### src/rtl/ysyx_25060170_lsu.sv
// Load/store unit between EXU and WBU: one instruction in flight, req/gnt/rvalid data bus,
// byte-lane store formatting and sign/zero-extending load formatting.
module ysyx_25060170_lsu #(
   parameter int TIMEOUT_CYC = 256
) (
   input  logic        clk,
   input  logic        rst,
   input  logic        in_valid,
   output logic        in_ready,
   input  logic [31:0] exu_result_i,
   input  logic [31:0] store_data_i,
   input  logic [2:0]  funct3_i,
   input  logic        MemRd,
   input  logic        MemWr,
   input  logic [31:0] PC_i,
   input  logic [4:0]  rd_i,
   input  logic [1:0]  regS,
   input  logic        RegW,
   output logic        mem_req,
   output logic        mem_we,
   output logic [31:0] mem_addr,
   output logic [31:0] mem_wdata,
   output logic [3:0]  mem_wmask,
   input  logic        mem_gnt,
   input  logic        mem_rvalid,
   input  logic [31:0] mem_rdata,
   output logic        out_valid,
   input  logic        out_ready,
   output logic [31:0] out_result,
   output logic [31:0] out_PC,
   output logic [4:0]  out_rd,
   output logic [1:0]  out_regS,
   output logic        out_RegW,
   output logic        out_err
);

   // state | meaning
   // IDLE  | waiting for an EXU result, in_ready high
   // REQ   | bus request asserted until granted
   // RSP   | waiting for rvalid, timeout counter running
   // DONE  | result presented to WBU until out_ready
   localparam logic [1:0] IDLE = 2'd0;
   localparam logic [1:0] REQ  = 2'd1;
   localparam logic [1:0] RSP  = 2'd2;
   localparam logic [1:0] DONE = 2'd3;

   localparam int TW = $clog2(TIMEOUT_CYC + 1);

   logic [1:0]    state_q, state_d;
   logic [TW-1:0] tcnt_q;
   logic [31:0]   addr_q, sd_q, pc_q, result_q;
   logic [2:0]    f3_q;
   logic          memrd_q, memwr_q, regw_q, err_q;
   logic [4:0]    rd_q;
   logic [1:0]    regs_q;

   logic        ld_ok, st_ok, misal, acc_err, is_mem;
   logic [1:0]  off;
   logic [31:0] rshift, load_fmt;

   assign is_mem = MemRd | MemWr;
   assign ld_ok  = (funct3_i == 3'b000) | (funct3_i == 3'b001) | (funct3_i == 3'b010) |
                   (funct3_i == 3'b100) | (funct3_i == 3'b101);
   assign st_ok  = (funct3_i < 3'b011);
   assign misal  = ((funct3_i[1:0] == 2'b01) & exu_result_i[0]) |
                   ((funct3_i[1:0] == 2'b10) & (exu_result_i[1:0] != 2'b00));
   assign acc_err = (MemRd & MemWr) | (MemRd & ~ld_ok) | (MemWr & ~st_ok) | (is_mem & misal);

   always_comb begin
      state_d = state_q;
      case (state_q)
         IDLE: if (in_valid) state_d = (is_mem & ~acc_err) ? REQ : DONE;
         REQ:  if (mem_gnt) state_d = RSP;
         RSP:  if (mem_rvalid || tcnt_q == '0) state_d = DONE;
         DONE: if (out_ready) state_d = IDLE;
         default: state_d = IDLE;
      endcase
   end

   assign off    = addr_q[1:0];
   assign rshift = mem_rdata >> {off, 3'b000};

   always_comb begin
      case (f3_q)
         3'b000:  load_fmt = {{24{rshift[7]}}, rshift[7:0]};
         3'b001:  load_fmt = {{16{rshift[15]}}, rshift[15:0]};
         3'b100:  load_fmt = {24'd0, rshift[7:0]};
         3'b101:  load_fmt = {16'd0, rshift[15:0]};
         default: load_fmt = mem_rdata;
      endcase
   end

   always_ff @(posedge clk or negedge rst) begin
      if (!rst) begin
         state_q  <= IDLE;
         tcnt_q   <= '0;
         addr_q   <= '0;
         sd_q     <= '0;
         pc_q     <= '0;
         result_q <= '0;
         f3_q     <= '0;
         memrd_q  <= 1'b0;
         memwr_q  <= 1'b0;
         regw_q   <= 1'b0;
         err_q    <= 1'b0;
         rd_q     <= '0;
         regs_q   <= '0;
      end else begin
         state_q <= state_d;
         case (state_q)
            IDLE: if (in_valid) begin
               addr_q   <= exu_result_i;
               sd_q     <= store_data_i;
               f3_q     <= funct3_i;
               memrd_q  <= MemRd;
               memwr_q  <= MemWr;
               pc_q     <= PC_i;
               rd_q     <= rd_i;
               regs_q   <= regS;
               regw_q   <= RegW & ~acc_err & (rd_i != 5'd0);
               err_q    <= acc_err;
               result_q <= acc_err ? 32'd0 : exu_result_i;
            end
            REQ: if (mem_gnt) tcnt_q <= TW'(TIMEOUT_CYC - 1);
            RSP: begin
               if (mem_rvalid) begin
                  if (memrd_q) result_q <= load_fmt;
               end else if (tcnt_q == '0) begin
                  err_q    <= 1'b1;
                  regw_q   <= 1'b0;
                  result_q <= 32'd0;
               end else begin
                  tcnt_q <= tcnt_q - 1'b1;
               end
            end
            default: ;
         endcase
      end
   end

   // Reset is folded in so req/valid drop in the same instant reset asserts.
   assign in_ready  = (state_q == IDLE);
   assign mem_req   = (state_q == REQ) & rst;
   assign out_valid = (state_q == DONE) & rst;
   assign mem_we    = memwr_q & (state_q == REQ);
   assign mem_addr  = {addr_q[31:2], 2'b00};

   always_comb begin
      mem_wmask = 4'b0000;
      mem_wdata = 32'd0;
      if (mem_we) begin
         case (f3_q[1:0])
            2'b00: begin
               mem_wmask = 4'b0001 << off;
               mem_wdata = {4{sd_q[7:0]}};
            end
            2'b01: begin
               mem_wmask = 4'b0011 << off;
               mem_wdata = {2{sd_q[15:0]}};
            end
            default: begin
               mem_wmask = 4'b1111;
               mem_wdata = sd_q;
            end
         endcase
      end
   end

   assign out_result = result_q;
   assign out_PC     = pc_q;
   assign out_rd     = rd_q;
   assign out_regS   = regs_q;
   assign out_RegW   = regw_q;
   assign out_err    = err_q;

endmodule

### config.mk
export PLATFORM = sky130hd
export DESIGN_NAME = ysyx_25060170_lsu
export DESIGN_NICKNAME = d
export VERILOG_FILES = /design/src/rtl/ysyx_25060170_lsu.sv
export SDC_FILE = /design/constraint.sdc
export NUM_CORES = 1
export LEC_CHECK = 0
export ABC_AREA = 0
export CAP_MARGIN = 20
export CELL_PAD_IN_SITES_DETAIL_PLACEMENT = 0
export CELL_PAD_IN_SITES_GLOBAL_PLACEMENT = 2
export CORE_MARGIN = 2
export CORE_UTILIZATION = 23
export CTS_CLUSTER_SIZE = 30
export DETAILED_ROUTE_END_ITERATION = 8
export GPL_ROUTABILITY_DRIVEN = 0
export PLACE_DENSITY_LB_ADDON = 0.1
export SLEW_MARGIN = 0
export SYNTH_ARGS = -nofsm -noshare
export SYNTH_HDL_FRONTEND = slang
export SYNTH_SLANG_ARGS = --single-unit
### constraint.sdc
create_clock -name clk -period 1.79 [get_ports clk]
set_clock_uncertainty 0.05 [all_clocks]
set_input_delay 0.358 -clock clk [delete_from_list [all_inputs] [get_ports clk]]
set_output_delay 0.358 -clock clk [all_outputs]
set_load 0.1 [all_outputs]
Word-level counts from Yosys, hierarchy flattened
Index checks and enable logic that the tools add are counted.

Register bits: 153. Bits of input ports: 147. Output and inout bits: 145. Logic and storage cells: 108.

Add/subtract/negate cells: 1. Order comparisons: 1. Equality and inequality tests: 22. Shifts and indexed selects: 3. Muxes and demuxes: 29. Bitwise gates (word level): 24. Reductions and logical operators: 15.

Operators with widths (number): 2-to-1 mux 32 bit (6); case mux 32 bit (2 select lines) (2); case mux 32 bit (4 select lines) (1); right shift 32 x 5 -> 16 bit (1); 2-to-1 mux 9 bit (3); case mux 9 bit (2 select lines) (1); AND reduction 4 bit (4); inequality test 2 bit, second input constant (7); AND 1 bit (12); equality test 3 bit, second input constant (4); 2-to-1 mux 2 bit (5); logical NOT 9 bit (1); OR 1 bit (9); subtractor 9 x 1 -> 9 bit, second input constant (1); case mux 2 bit (4 select lines) (1); case mux 4 bit (2 select lines) (1); equality test 2 x 1 -> 1 bit, second input constant (3); equality test 2 bit, second input constant (3); equality test 3 x 1 -> 1 bit, second input constant (2); logical NOT 3 bit (2); 2-to-1 mux 1 bit (6); inequality test 3 bit, second input constant (2); nonzero test 2 bit (3); nonzero test 5 bit (1); 10 further kinds (14).

Depth between registers and ports, before layout
Word-level depth: 15. Gate-level depth with buffers: 10. Gate-level depth less buffers: 7.

Least setup slack after synthesis
OpenSTA, ideal clock, no wires.

Kind: register to output. From: reg f3_q[1]. To: out mem_wdata[8]. Arrival time: 2680 ps. Data required time: 1382 ps. Path slack: -1298 ps. Stages on the path, launching flop included: 6. Path buffers: 3. Cells stage by stage: dfrtp_1 -> clkbuf_1 -> clkbuf_1 -> clkbuf_1 -> o21ai_0 -> a21oi_1.

Word-level cells in the longest chain between the ends: 3.

RTL lines: start, declared (line 52) `logic [2:0] f3_q;`; start signal, assigned (line 114) `f3_q <= funct3_i;`; equality test 2 x 1 -> 1 bit or logical NOT 2 bit (tied branches) (line 152) `case (f3_q[1:0])`; case mux 32 bit (2 select lines) (*) (line 152); 2-to-1 mux 32 bit (*) (line 151) `if (mem_we) begin`; end, declared (line 22) `output logic [31:0] mem_wdata,`.

Mark *: on every way between the ends. The rest lies on a longest branch, timed or not.

Worst setup path after layout
From: reg f3_q[0]. To: out mem_wdata[28].

The elaborated chain is that of the path after synthesis.

==> qor.yml <==
final_layout:
  final_area_sq_um: 15610
  drive_above_1_share_pct: 36.82
  final_common_cell: "nand2_1"
  multi_input_comb_area_sq_um: 4504
  area_growth_pct: 92.86
  fillCellCount: 3327
  fin_nets: 1479
  register_area_sq_um: 3831
  final_cell_mix: "nand2_1 (362), buf_12 (165), dfrtp_1 (151)"
sta:
  max_freq_ghz: 0.4567
  slew_headroom_pct: 49.17
  tightestPinTransition_ns: 0.7625
  min_period_ns: 2.190
  drv_slew: 0
  hold_viol_final: 0
  layout_worst_path_cycle_share_pct: 122.3
  rsz0062_at_grt: "true"
  hold_ws_ns: 0.01876
  layout_setup_ws_ns: -0.3995
  final-setup-viol-count: 74
clocking:
  htree_levels: 4
  clkTransAtPathRegs_ns: 0.07
  cts_root_buf: "clkbuf_16"
  clock_path_buffers: 2
  clock_latency_ns: 0.44
  numCtsBuffers: 17
  cts.sinks: 153
  tritoncts: "done"
floorplanning:
  dieWidth_microns: 191.6
  row_count: 68
  num_io_pins: 292
  initial_core_util_pct: 23.37
  die_y_microns: 191.6
  fp.coreArea_sq_um: 34630
  die_area_sq_um: 36710
job:
  maxCapViolations: 0
synth:
  synthFlopType: "dfrtp_1"
  synth_top_family_by_area: "simple AND/OR/NAND/NOR gates"
  synth_area_per_cell_sq_um: 8.396
  seq_area_frac_synth_pct: 47.30
  synthArstFlopShare_pct: 100.0
  synth_xor_area_share_pct: 0.1082
  synth-adder-area-share_pct: 0.9275
  synth_cell_type_count: 55
  synth_edf_count: 0
  yosys_register_bits: 153
  yosys_warnings: 0
  synth-simple-area-share_pct: 23.23
  synth_compound_area_share_pct: 15.24
  postSynthCellCount: 964
  synth_mux_area_share_pct: 4.591
  synthesis.area_sq_um: 8094
worst_setup_path:
  r2r-start: "tcnt_q[1]$_DFFE_PN0P_"
  cp_slowest_cell: "dfrtp_1"
  critPathBufInv: 2
  arrival_ns: 1.78
  cp_max_fo: 18
  reg2regPathDepth: 9
  start_kind: "register"
  timing.rr.end: "out_result[29]$_DFFE_PN0P_"
  critPathKind: "register to primary output"
  slowest_delay_ns: 0.40
  ff2ff_setup_slack_ns: -0.34
  path_common_cell: "buf_12"
  cp-end-kind: "primary output"
  cp_cell_sequence: "buf_12 -> mux2i_1 -> nor2_1 -> a21oi_2 -> nor2_4 -> buf_12"
  worstPathRequired_ns: 1.38
  critical-path-top-delay-family: "flip-flops"
grt:
  grt_pass1_wl_microns: 49710
  grt_pass1_vias: 8309
  antenna_found_initial: 4
  track_usage_pct: 17.99
  grt_max_degree: 126
  grt-ovfl-total: 0
drt:
  drtIter0Drc: 337
  drt-wirelength-per-cell_microns: 18.17
  wl_microns: 32630
  ant_nets: 0
  drc: 0
  first_pass_iters: 5
  num_vias: 7967
  viasPerCell: 4.436
placement:
  hpwl_microns: 23060
  dpl_cell_area_sq_um: 13920
  post-place-ws_ns: -0.6669
  io_buffers: 289
worst_hold_path:
  hp-class: "input port to async pin"
status:
  outcome: "complete, but fails checks"
  violations: "setup timing"
power:
  power.density_nw_per_um2: 2274
  leakagePower_nw: 6.805
  peakVddDrop_mv: 1.123
-- flip-flops by register name (all words and copies together) (netlist names), 2 cells and up --
name	flops
f3_q	3
out_regS	2
tcnt_q	9
sd_q	32
out_PC	32
state_q	2
addr_q	32
out_result	32
out_rd	5
-- power breakdown --
| group | switching, mW | internal, mW |
|---|---|---|
| Combinational | 15.1 | 9.78 |
| Clock | 1.57 | 2.30 |
| Sequential | 1.70 | 5.03 |
| Total | 18.4 | 17.1 |
-- metal layers --
metal  part of all wire [%]  wire length, microns  track usage, %  up-vias
li1                       -                     -               -     3905
met1                     43                 14110           22.81     3820
met2                     48                 15770           29.41      216
met3                    7.2                  2352           6.285       20
met4                    1.1                   360           3.964        6
met5                   0.13                    41               0        -
-- how the worst max path moves through the flow --
stage                           startpoint                         end  slack, ns  cells past startpoint
floorplan           state_q[1]$_DFFE_PN0P_               mem_wdata[22]      -0.26                      7
global placement           exu_result_i[0]   out_result[8]$_DFFE_PN0P_      -0.58                      7
detailed placement         exu_result_i[0]  out_result[11]$_DFFE_PN0P_      -0.67                      7
CTS                    f3_q[0]$_DFFE_PN0P_               mem_wdata[13]      -0.42                      6
global route        state_q[1]$_DFFE_PN0P_               mem_wdata[12]      -0.47                      6
finish                 f3_q[0]$_DFFE_PN0P_               mem_wdata[28]      -0.40                      6
-- timing repair --
action | 4_1_cts | 5_1_grt
hold endpoints to repair | 28 | 0
hold buffers | 1 | 0
resized for setup | 99 | 85
pin swaps | 12 | 23
gates cloned | 6 | 1
setup buffers | 24 | 10
setup endpoints to repair | 77 | 84
-- synthesized netlist by cell type, drive strengths merged (5+ instances only) --
master | instances | area, sq um
nand2 | 377 | 1425
dfrtp | 153 | 3829
buf | 58 | 414.1
nor2 | 56 | 210.2
clkbuf | 37 | 138.9
inv | 37 | 138.9
mux2i | 36 | 360.4
a21oi | 32 | 160.2
o21ai | 25 | 125.1
a31oi | 21 | 219.0
a31o | 17 | 148.9
o211ai | 17 | 127.6
o22ai | 17 | 106.4
a22oi | 9 | 67.56
and3 | 9 | 56.30
a32oi | 8 | 77.58
o221ai | 8 | 70.07
ha | 6 | 75.07
and2 | 5 | 31.28
-- logic make-up (layout without fill, tap and decap cells) --
family	Yosys count	after routing
flops	153	153
other cells	1	4
simple gates	465	465
compound gates	169	169
fa+ha+maj	6	6
xor+xnor	1	1
buf+inv	132	506
mux	37	37
-- through the flow --
step                total power [mW]  utilization (%)  std cells  TNS [ns]
finish                         35.50            45.08       1796    -21.53
global route                   37.23            45.06       1794    -27.75
CTS                            35.13            44.00       1791    -21.09
detailed placement             29.30            40.20       1729    -20.64
global placement               29.21            40.20       1729    -18.15
floorplan                      20.76                -        965    -12.17
-- cell type report --
cell class | count | area share, %
clock inverter | 11 | 0.9298
inverter | 37 | 0.9298
antenna | 2 | 0.03206
sequential | 153 | 24.54
timing repair buffer | 437 | 38.05
tap | 455 | 3.647
multi-input combinational | 680 | 28.86
clock buffer | 21 | 3.014
Note: power is estimated with default switching activity, not from simulation.
